File: src/rtl/regfile_pkg.sv
// -----------------------------------------------------------------------------
// regfile_pkg
//
// Purpose : Constants and types shared by the register file and the logic that
//           feeds its write port.
//           ZERO_REG is the hard-wired zero register. The write arbiter uses it
//           to suppress the write enable. The regfile read-side decode uses it
//           to force reads of index 0 to zero.
//
// Contents: REG_COUNT, REG_ADDR_W, DATA_W, ZERO_REG, reg_addr_t, reg_data_t
// -----------------------------------------------------------------------------
package regfile_pkg;

  localparam int REG_COUNT  = 32;
  localparam int REG_ADDR_W = 5;
  localparam int DATA_W     = 32;

  localparam logic [REG_ADDR_W-1:0] ZERO_REG = 5'd0;

  typedef logic [REG_ADDR_W-1:0] reg_addr_t;
  typedef logic [DATA_W-1:0]     reg_data_t;

endpackage : regfile_pkg

File: src/rtl/rr_arbiter.sv
// -----------------------------------------------------------------------------
// rr_arbiter
//
// Purpose : Purely combinational round-robin arbiter. It grants the first valid
//           requester at or after i_ptr, searching in increasing index order and
//           wrapping from NUM_REQ-1 back to 0. The pointer register lives in the
//           caller, so the caller decides when the pointer advances. This lets
//           the same block serve the regfile write port and the multdiv result
//           port.
//
// Ports   : i_valid     [NUM_REQ]  request vector
//           i_ptr       [PTR_W]    highest-priority index this cycle
//           i_enable               0 forces no grant (block / flush)
//           o_grant     [NUM_REQ]  one-hot grant, or zero
//           o_grant_idx [PTR_W]    binary index of the grant (0 if none)
//           o_grant_any            any grant issued this cycle
// -----------------------------------------------------------------------------
module rr_arbiter #(
  parameter int NUM_REQ = 3,
  parameter int PTR_W   = (NUM_REQ > 1) ? $clog2(NUM_REQ) : 1
) (
  input  logic [NUM_REQ-1:0] i_valid,
  input  logic [PTR_W-1:0]   i_ptr,
  input  logic               i_enable,
  output logic [NUM_REQ-1:0] o_grant,
  output logic [PTR_W-1:0]   o_grant_idx,
  output logic               o_grant_any
);

  logic [PTR_W-1:0] w_idx;

  always_comb begin
    // NOTE: every output of this block gets a default before any branch. A
    // path that skips an assignment would otherwise infer a latch.
    o_grant     = '0;
    o_grant_idx = '0;
    o_grant_any = 1'b0;
    w_idx       = '0;
    if (i_enable) begin
      for (int off = 0; off < NUM_REQ; off++) begin
        // Candidate index, wrapped. It always stays below NUM_REQ, so it is
        // safe for widths that are not a power of two.
        w_idx = PTR_W'((int'(i_ptr) + off) % NUM_REQ);
        if (!o_grant_any && i_valid[w_idx]) begin
          o_grant[w_idx] = 1'b1;
          o_grant_idx    = w_idx;
          o_grant_any    = 1'b1;
        end
      end
    end
  end

endmodule : rr_arbiter

File: src/rtl/regfile_write_arbiter.sv
// -----------------------------------------------------------------------------
// regfile_write_arbiter
//
// Purpose : Shares the single regfile write port between NUM_REQ requesters
//           (writeback, multdiv completion, exception/status writer). Each
//           requester uses a valid/ready handshake. Arbitration is round-robin.
//           The winner is captured into a one-entry output stage, which drives
//           ctrl_writeEnable / ctrl_writeReg / data_writeReg one cycle after the
//           handshake. The stage can accept a new write every cycle.
//
// Ports   : clock             rising-edge clock
//           reset             asynchronous active-low clear of all state
//           req_valid [N]     per-requester write request
//           req_ready [N]     per-requester accept (combinational, one-hot/0)
//           req_addr  [N*AW]  packed indices; requester i at [i*AW +: AW]
//           req_data  [N*DW]  packed write data, same packing
//           wr_block          regfile busy; no grant this cycle
//           flush             synchronous cancel; no grant this cycle
//           ctrl_writeEnable  regfile write enable (never for register 0)
//           ctrl_writeReg     regfile write index
//           data_writeReg     regfile write data
//           last_grant [N]    one-hot owner of the write now on the port
//
// Writes to ZERO_REG are accepted and acknowledged, but they never raise
// ctrl_writeEnable. When no grant is issued, the index and data registers hold
// their values. Only the enable and last_grant return to zero.
// -----------------------------------------------------------------------------
module regfile_write_arbiter
  import regfile_pkg::*;
#(
  parameter int NUM_REQ    = 3,
  parameter int DATA_WIDTH = DATA_W,
  parameter int ADDR_WIDTH = REG_ADDR_W
) (
  input  logic                          clock,
  input  logic                          reset,
  input  logic [NUM_REQ-1:0]            req_valid,
  output logic [NUM_REQ-1:0]            req_ready,
  input  logic [NUM_REQ*ADDR_WIDTH-1:0] req_addr,
  input  logic [NUM_REQ*DATA_WIDTH-1:0] req_data,
  input  logic                          wr_block,
  input  logic                          flush,
  output logic                          ctrl_writeEnable,
  output logic [ADDR_WIDTH-1:0]         ctrl_writeReg,
  output logic [DATA_WIDTH-1:0]         data_writeReg,
  output logic [NUM_REQ-1:0]            last_grant
);

  localparam int PTR_W = (NUM_REQ > 1) ? $clog2(NUM_REQ) : 1;

  // ---------------------------------------------------------------------------
  // Unpack the flat request buses so the winner can be selected by index.
  // ---------------------------------------------------------------------------
  logic [ADDR_WIDTH-1:0] w_req_addr [NUM_REQ];
  logic [DATA_WIDTH-1:0] w_req_data [NUM_REQ];

  for (genvar gi = 0; gi < NUM_REQ; gi++) begin : g_unpack
    assign w_req_addr[gi] = req_addr[gi*ADDR_WIDTH +: ADDR_WIDTH];
    assign w_req_data[gi] = req_data[gi*DATA_WIDTH +: DATA_WIDTH];
  end

  // ---------------------------------------------------------------------------
  // Arbitration
  // ---------------------------------------------------------------------------
  logic [PTR_W-1:0]      r_rr_ptr;
  logic [NUM_REQ-1:0]    w_grant;
  logic [PTR_W-1:0]      w_grant_idx;
  logic                  w_grant_any;
  logic                  w_arb_enable;
  logic [PTR_W-1:0]      w_next_ptr;
  logic [ADDR_WIDTH-1:0] w_sel_addr;
  logic [DATA_WIDTH-1:0] w_sel_data;
  logic                  w_sel_writes;

  // Block and flush both suppress the grant in their own cycle. Neither one
  // touches the pointer.
  assign w_arb_enable = !wr_block && !flush;

  rr_arbiter #(
    .NUM_REQ (NUM_REQ),
    .PTR_W   (PTR_W)
  ) u_rr_arbiter (
    .i_valid     (req_valid),
    .i_ptr       (r_rr_ptr),
    .i_enable    (w_arb_enable),
    .o_grant     (w_grant),
    .o_grant_idx (w_grant_idx),
    .o_grant_any (w_grant_any)
  );

  // A grant is only given to a valid requester, and ready equals grant.
  // So every grant is a completed handshake at the next edge.
  assign req_ready = w_grant;

  assign w_sel_addr   = w_req_addr[w_grant_idx];
  assign w_sel_data   = w_req_data[w_grant_idx];
  assign w_sel_writes = (w_sel_addr != ADDR_WIDTH'(ZERO_REG));

  // The winner gets the lowest priority next time.
  always_comb begin
    w_next_ptr = w_grant_idx + PTR_W'(1);
    if (w_grant_idx == PTR_W'(NUM_REQ - 1)) begin
      w_next_ptr = '0;
    end
  end

  always_ff @(posedge clock or negedge reset) begin
    if (!reset) begin
      r_rr_ptr <= '0;
    end else if (w_grant_any) begin
      // NOTE: state registers use non-blocking assignments. All flops then
      // sample the pre-edge values and simulation matches the synthesized
      // hardware.
      r_rr_ptr <= w_next_ptr;
    end
  end

  // ---------------------------------------------------------------------------
  // Output stage (latency 1)
  // ---------------------------------------------------------------------------
  logic                  r_we;
  logic [ADDR_WIDTH-1:0] r_addr;
  logic [DATA_WIDTH-1:0] r_data;
  logic [NUM_REQ-1:0]    r_last_grant;

  // The enable and owner bits clear whenever no grant is issued.
  always_ff @(posedge clock or negedge reset) begin
    if (!reset) begin
      r_we         <= 1'b0;
      r_last_grant <= '0;
    end else if (w_grant_any) begin
      r_we         <= w_sel_writes;
      r_last_grant <= w_grant;
    end else begin
      r_we         <= 1'b0;
      r_last_grant <= '0;
    end
  end

  // Index and data hold when no grant is issued.
  always_ff @(posedge clock or negedge reset) begin
    if (!reset) begin
      // NOTE: these wide data-path registers would normally be left unreset,
      // since the enable qualifies them. They are cleared here because the
      // port values are visible to the regfile and must read zero after reset.
      r_addr <= '0;
      r_data <= '0;
    end else if (w_grant_any) begin
      r_addr <= w_sel_addr;
      r_data <= w_sel_data;
    end
  end

  assign ctrl_writeEnable = r_we;
  assign ctrl_writeReg    = r_addr;
  assign data_writeReg    = r_data;
  assign last_grant       = r_last_grant;

endmodule : regfile_write_arbiter
File: config.mk
export PLATFORM = sky130hd
export DESIGN_NAME = regfile_write_arbiter
export DESIGN_NICKNAME = d
export VERILOG_FILES = /design/src/rtl/regfile_pkg.sv /design/src/rtl/rr_arbiter.sv /design/src/rtl/regfile_write_arbiter.sv
export SDC_FILE = /design/constraint.sdc
export NUM_CORES = 1
export LEC_CHECK = 0
export BUFFER_PORTS_ARGS = -buffer_cell sky130_fd_sc_hd__clkbuf_2
export CORE_AREA = 10 10 104 88
export CTS_BUF_LIST = sky130_fd_sc_hd__clkbuf_8
export DETAILED_ROUTE_END_ITERATION = 6
export DIE_AREA = 0 0 114 98
export GPL_TIMING_DRIVEN = 0
export MAX_ROUTING_LAYER = met4
export PLACE_DENSITY = 0.84
export SETUP_SLACK_MARGIN = 0.1
export SYNTH_ARGS = -nofsm -noshare
export SYNTH_HDL_FRONTEND = slang
export SYNTH_SLANG_ARGS = --single-unit
File: constraint.sdc
create_clock -name clock -period 2.2 [get_ports clock]
set_input_delay 0.11 -clock clock [delete_from_list [all_inputs] [get_ports clock]]
set_output_delay 0.11 -clock clock [all_outputs]
set_load 0.01 [all_outputs]
==> flow_summary.json, run 1 <==
{
  "max_freq_mhz": 413,
  "cts_tree": "built",
  "period_share_pct": 110,
  "final_cells": 580,
  "ant_nets": 0,
  "grt_usage_pct": 17.4,
  "path_max_fanout": 5,
  "peakVddDrop_v": 0.000538,
  "portBuffers": 160,
  "rsz0062_at_grt": "yes",
  "timing.rr.start": "r_rr_ptr[1]$_DFFE_PN0P_",
  "cts_root_buffer": "clkbuf_8",
  "worstRegToRegCells": 11,
  "rows": 28,
  "gr-total-overflow": 0,
  "synth_nets": 420,
  "yosysTopAreaCellShare_pct": 38.1,
  "slew-limit-headroom_pct": 26.9,
  "critical_path_required_ns": 2.37,
  "hold_viol": 0,
  "grt_max_degree": 44,
  "hold_ws_ns": 0.00614,
  "worstSetupStartpointType": "register",
  "hold_path.class": "in -> async",
  "crit_type": "reg -> reg",
  "grt_pass1_vias": 3163,
  "outcome": "complete, but fails checks",
  "finalNetCount": 611,
  "drive_gt1_share_pct": 57.1,
  "utilization_pct": 62.1,
  "vias": 3021,
  "nFillCells": 610,
  "via_per_inst": 5.21,
  "dieHeight_um": 98,
  "cap_violations": 0,
  "ys_ff_latch": 43,
  "violations": "negative setup slack",
  "drtIter0Drc": 114,
  "die-area_um2": 11200,
  "cpMostUsedCell": "buf_6",
  "power_density_nw_per_um2": 1140,
  "yosys-top-cells-area": "dfrtp_1 38%, mux2_2 13%, mux2i_1 11%",
  "final_area_um2": 4440,
  "synth_cell_types": 46,
  "cp-startpoint": "r_rr_ptr[1]$_DFFE_PN0P_",
  "crit_arrival_ns": 2.59,
  "avgSynthCellArea_um2": 9.49,
  "post_drt_wl_per_cell_um": 18.1,
  "tightest_slew_ns": 1.10,
  "setup_violations": 41,
  "placed_cell_area_um2": 3750,
  "synthesis.area_um2": 2830,
  "placed_cells": 548,
  "r2r_setup_slack_ns": -0.22,
  "coreArea_um2": 7150,
  "path_clk_slew_ns": 0.10,
  "fin_ws_ns": -0.221,
  "initial_utilization_pct": 39.6,
  "crit_buf_inv": 4,
  "clk-insertion-delay-late_ns": 0.30,
  "io_pins": 162,
  "rr_endpoint": "data_writeReg[21]$_DFFE_PN0P_",
  "cts.sinks": 43,
  "ctsHoldBuffers": 0,
  "critPathTopFamily": "buffers and inverters",
  "grt_first_pass_wirelength_um": 15700,
  "n_antenna_cell": 0,
  "cts_made_buffers": 5,
  "yosys.area.top_type": "dfrtp_1",
  "drc": 0,
  "multi_input_area_um2": 1810,
  "h-tree-depth": 2,
  "clockBufferDepth": 2,
  "antenna_found_initial": 0,
  "netlist_instances": 298,
  "fp.dieW_um": 114,
  "place_congestion": 0.908,
  "cpPeakStageDelay_ns": 0.42,
  "skew_ns": 0.00789,
  "drt_pre_antenna_iters": 4,
  "seq_area_frac_synth_pct": 38.1,
  "hpwl_um": 7680,
  "routed_wl_um": 10500,
  "seq_area_um2": 1080,
  "period_minus_slack_ns": 2.42,
  "syn_to_final_growth_pct": 56.9,
  "tns_ns": -6.91,
  "slew_violations": 0,
  "worstSetupEndpointType": "register",
  "power.leakage_uw": 0.00238,
  "slowest_stage": "dfrtp_1",
  "crit_chain": "ha_4 -> buf_6 -> and2b_1 -> o211ai_1 -> buf_4 -> a21oi_4 -> buf_6 -> buf_8 -> mux2_4 -> mux2i_1 -> o21ai_1",
  "ys.warnings.count": 0
}
==> final cells by class <==
cell class	instances	area share, %
multi-input cells	228	40.8
flip-flops and latches	43	24.3
inverters	3	0.254
well taps	90	2.54
plain buffers	23	5.16
clock buffers	5	1.55
repair buffers	185	24.4
clock inverters	3	0.987
==> routing by layer <==
layer | up-vias | routed length (um) | global-route usage, %
li1 | 1445 | - | -
met1 | 1404 | 4320 | 20.3
met2 | 159 | 5230 | 29.4
met3 | 13 | 850 | 5.32
met4 | 0 | 116 | 2.60
met5 | - | 0 | -
==> sequential cells by signal, indices dropped and copies added, names as in the netlist <==
signal and flops:
data_writeReg 32, last_grant 3, r_rr_ptr 2, ctrl_writeReg 5, ctrl_writeEnable 1
==> layout by cell type (no fill, tap or decap), types with 4 or more instances in the layout <==
cell type / count
nor3_1: 4
clkbuf_8: 5
o21ai_2: 5
buf_6: 11
nor2_1: 5
nand2_2: 4
buf_2: 6
o21ai_1: 37
buf_4: 16
a21oi_1: 6
mux2i_1: 30
dfrtp_1: 43
mux2_4: 10
mux2_2: 22
buf_12: 4
nand2_1: 49
clkbuf_2: 159
==> logic make-up (layout without fill, tap and decap cells) <==
family / count (synthesis) / count (layout) / share of synthesized area, %
DFF: 43 / 43 / 38.1
buffers and inverters: 27 / 219 / 6.11
adders and majority gates: 5 / 5 / 2.12
AOI/OAI and AO/OA: 79 / 79 / 17.0
muxes: 64 / 64 / 24.1
and+or+nand+nor: 80 / 80 / 12.6
==> worst register-to-register path, delay by kind of cell, from the launching register on <==
kind / cells / cell delay (ns)
AOI/OAI and AO/OA: 3 / 0.40
adders and majority gates: 1 / 0.32
buffers and inverters: 4 / 0.57
muxes: 2 / 0.44
DFF: 1 / 0.42
and+or+nand+nor: 1 / 0.14
==> synth_stat cells, drive strengths merged <==
cell and count:
a21o 2, nand2b 1, or2b 1, o211ai 1, and2 1, inv 3, a222oi 1, nor2b 2
o21bai 2, o22ai 4, mux2 32, a22oi 2, nand2 53, a31oi 3, nor3 4, o21ai 45
nand4b 1, nor2 7, a41oi 1, nor3b 1, o211a 1, mux2i 32, maj3 1, o2111ai 2
buf 17, dfrtp 43, clkbuf 7, a21oi 8, nor4 1, or3b 1, o22a 3, and2b 1
nand3 2, or2 2, nand3b 2, a21bo 1, o2bb2ai 2, a221o 1, ha 4
==> metrics by stage <==
| stage | power [uW] | setup slack [ns] |
|---|---|---|
| detailed placement | 3720 | -0.675 |
| finish | 5040 | -0.221 |
| CTS | 4680 | -0.273 |
| global placement | 3620 | -0.558 |
| global route | 5410 | -0.315 |
| floorplan | 2840 | -0.125 |
==> worst max-delay path by stage <==
stage	to	slack, ns	depth (start not counted)
2_1_floorplan	data_writeReg[10]$_DFFE_PN0P_	-0.12	11
3_3_place_gp	data_writeReg[3]$_DFFE_PN0P_	-0.56	10
3_5_place_dp	data_writeReg[3]$_DFFE_PN0P_	-0.68	10
4_1_cts	data_writeReg[3]$_DFFE_PN0P_	-0.27	11
5_1_grt	data_writeReg[13]$_DFFE_PN0P_	-0.32	12
6_report	data_writeReg[21]$_DFFE_PN0P_	-0.22	11
==> repair_timing <==
item / 4_1_cts / 5_1_grt
buffers inserted: 13 / 8
resized for setup: 40 / 53
cloned: 1 / 3
endpoints found under the setup margin: 43 / 44
pin swaps: 8 / 25
==> power by group <==
part / total (uW) / switching (uW) / internal (uW)
clock network: 624 / 286 / 338
logic: 3050 / 1580 / 1460
registers: 1370 / 205 / 1170
total: 5040 / 2070 / 2970
No activity file was read; power rests on OpenSTA's default activity.
==> inputs of run 2 (changes only) <==
CORE_AREA = 10 10 100 84   (was 10 10 104 88)
DIE_AREA = 0 0 110 94   (was 0 0 114 98)
PLACE_DENSITY = 0.88   (was 0.84)
clock period = 2.6 ns   (was 2.2 ns; I/O delays follow)
==> run 2 against run 1 <==
Against the previous run:
- clock skew down 0.0032 ns
- the flow now finishes without violations
- sequential share of layout area rose by 2.3 points
- die area down 7.4%
- via count fell by 0.56%
- critical path depth increased by 1
- combinational power fell by 28%
- largest cell class unchanged
- non-clock buffer count down 9
- highest routed layer unchanged
==> flow_summary.json, run 2 (synthesis results as in run 1) <==
{
  "outcome": "finished, final reports clean",
  "post_drt_wl_per_cell_um": 17.9,
  "intPower_uw": 2190,
  "clk-insertion-delay-late_ns": 0.28,
  "hold_viol": 0,
  "cts_made_buffers": 5,
  "p_clk_share_pct": 9.9,
  "rows": 26,
  "place_congestion": 0.879,
  "drtIter0Drc": 79,
  "grtUsageMet1_pct": 21.2,
  "combinationalPowerShare_pct": 58.9,
  "worstSetupStartpointType": "register",
  "die-area_um2": 10300,
  "pwr-share-seq_pct": 31.2,
  "r2r_setup_slack_ns": 0.1,
  "h-tree-depth": 2,
  "antenna_found_initial": 0,
  "skew_ns": 0.00470,
  "tns_ns": 0,
  "grtUsageMet3_pct": 4.80,
  "path_clk_slew_ns": 0.07,
  "initial_utilization_pct": 44.6,
  "drive_gt1_share_pct": 51.8,
  "place_ws_ns": -0.286,
  "grt_pass1_vias": 3193,
  "period_minus_slack_ns": 2.50,
  "p_switching_uw": 1570,
  "nFillCells": 537,
  "grt_max_degree": 44,
  "fin_ws_ns": 0.0952,
  "utilization_pct": 63.9,
  "drt_pre_antenna_iters": 4,
  "slew_violations": 0,
  "power.leakage_uw": 0.00221,
  "ctsHoldBuffers": 0,
  "cts_root_buffer": "clkbuf_8",
  "vias": 3004,
  "power_density_nw_per_um2": 928,
  "io_pins": 162,
  "cts.sinks": 43,
  "final_common_cell": "clkbuf_2",
  "worstSetupEndpointType": "register",
  "hpwl_um": 7950,
  "period_share_pct": 96.3,
  "ant_nets": 0,
  "slowest_stage": "dfrtp_1",
  "crit_chain": "inv_2 -> ha_4 -> buf_6 -> buf_6 -> and2b_1 -> o211ai_1 -> a21oi_4 -> buf_6 -> buf_2 -> mux2_2 -> mux2i_1 -> o21ai_1",
  "finalNetCount": 602,
  "drc": 0,
  "crit_type": "reg -> reg",
  "peakVddDrop_v": 0.000408,
  "gr-total-overflow": 0,
  "slew-limit-headroom_pct": 30.9,
  "fp.dieW_um": 110,
  "coreArea_um2": 6340,
  "grt_first_pass_wirelength_um": 15100,
  "cpMostUsedCell": "buf_6",
  "crit_arrival_ns": 2.66,
  "dieHeight_um": 94,
  "hold_path.class": "in -> async",
  "use_met2_pct": 32.4,
  "grt-busiest-layer": "met2",
  "path_max_fanout": 6,
  "most-common-layout-cells": "162 x clkbuf_2, 53 x nand2_1, 42 x dfrtp_1",
  "syn_to_final_growth_pct": 43.3,
  "max_freq_mhz": 399,
  "critical_path_required_ns": 2.75,
  "p_sw_share_pct": 41.7,
  "cpPeakStageDelay_ns": 0.41,
  "tightest_slew_ns": 1.04,
  "cap_violations": 0,
  "via_per_inst": 5.34,
  "routed_wl_um": 10100,
  "cts_tree": "built",
  "seq_area_um2": 1080,
  "setup_violations": 0,
  "clockBufferDepth": 2,
  "portBuffers": 160,
  "largest_reg_flops": 32,
  "multi_input_area_um2": 1640,
  "rsz0062_at_grt": "yes",
  "n_antenna_cell": 0,
  "grt_usage_pct": 18.7
}
[run 2: cell types whose count changed in the layout (fill, tap and decap cells not counted), moves of 3 or more]
| cell | before | now |
|---|---|---|
| nand2_1 | 49 | 53 |
| o21ai_2 | 5 | 0 |
| buf_4 | 16 | 11 |
| buf_6 | 11 | 7 |
| mux2_4 | 10 | 1 |
| mux2_2 | 22 | 31 |
| clkbuf_2 | 159 | 162 |
| nand2_2 | 4 | 0 |
| o22ai_1 | 0 | 3 |
| o21ai_0 | 3 | 10 |
[run 2: repair_timing]
item                                    CTS  global route
resized for setup                        10            32
endpoints found under the setup margin   39            42
gates cloned                              0             3
setup buffers                             8             4
pin swaps                                 6             5
[run 2: cell type report]
type                       instances  share of cell area (%)
sequential                        43                    26.6
buffer                            24                    5.06
inverter                           3                   0.278
timing repair buffer             175                    23.2
clock inverter                     1                  0.0926
tap                               84                    2.59
multi-input combinational        228                    40.5
clock buffer                       5                    1.70
[run 2: worst max-delay path: cells and delay by family (launching register included)]
| family | cells | cell delay, ns |
|---|---|---|
| buf+inv | 5 | 0.64 |
| compound gates | 3 | 0.54 |
| mux | 2 | 0.43 |
| flops | 1 | 0.41 |
| fa+ha+maj | 1 | 0.20 |
| simple gates | 1 | 0.15 |
[run 2: routing by layer]
layer / vias to the layer above / wire length, um
met5: - / 0
met4: 0 / 46
met3: 4 / 789
met2: 137 / 5060
met1: 1433 / 4160
li1: 1430 / -
[run 2: final timing paths]
path,startpoint,endpoint,cells past startpoint
min in group clock,req_data[42],data_writeReg[10]$_DFFE_PN0P_,3
max reg2reg,r_rr_ptr[0]$_DFFE_PN0P_,data_writeReg[31]$_DFFE_PN0P_,12
min reg2reg,ctrl_writeReg[1]$_DFFE_PN0P_,ctrl_writeReg[1]$_DFFE_PN0P_,2
max in group asynchronous,reset,r_rr_ptr[1]$_DFFE_PN0P_,1
min,reset,data_writeReg[29]$_DFFE_PN0P_,1
max,r_rr_ptr[0]$_DFFE_PN0P_,data_writeReg[31]$_DFFE_PN0P_,12
[run 2: power groups by stage]
stage | logic, uW | registers (uW) | clock network (uW)
2_1_floorplan | 1080 | 1310 | 0
3_3_place_gp | 1880 | 1160 | 0
3_5_place_dp | 1960 | 1180 | 0
4_1_cts | 2060 | 1170 | 388
5_1_grt | 2430 | 1220 | 415
6_report | 2210 | 1170 | 373
[run 2: per-stage QoR]
| step | instance area (um2) | total power, uW | std cells | hold WS, ns |
|---|---|---|---|---|
| detailed placement | 3730 | 3140 | 542 | 0.366 |
| global placement | 3730 | 3040 | 542 | 0.349 |
| CTS | 3900 | 3620 | 556 | 0.0484 |
| finish | 4050 | 3760 | 563 | 0.0150 |
| global route | 4050 | 4060 | 563 | 0.106 |
| floorplan | 2830 | 2390 | 298 | -0.166 |
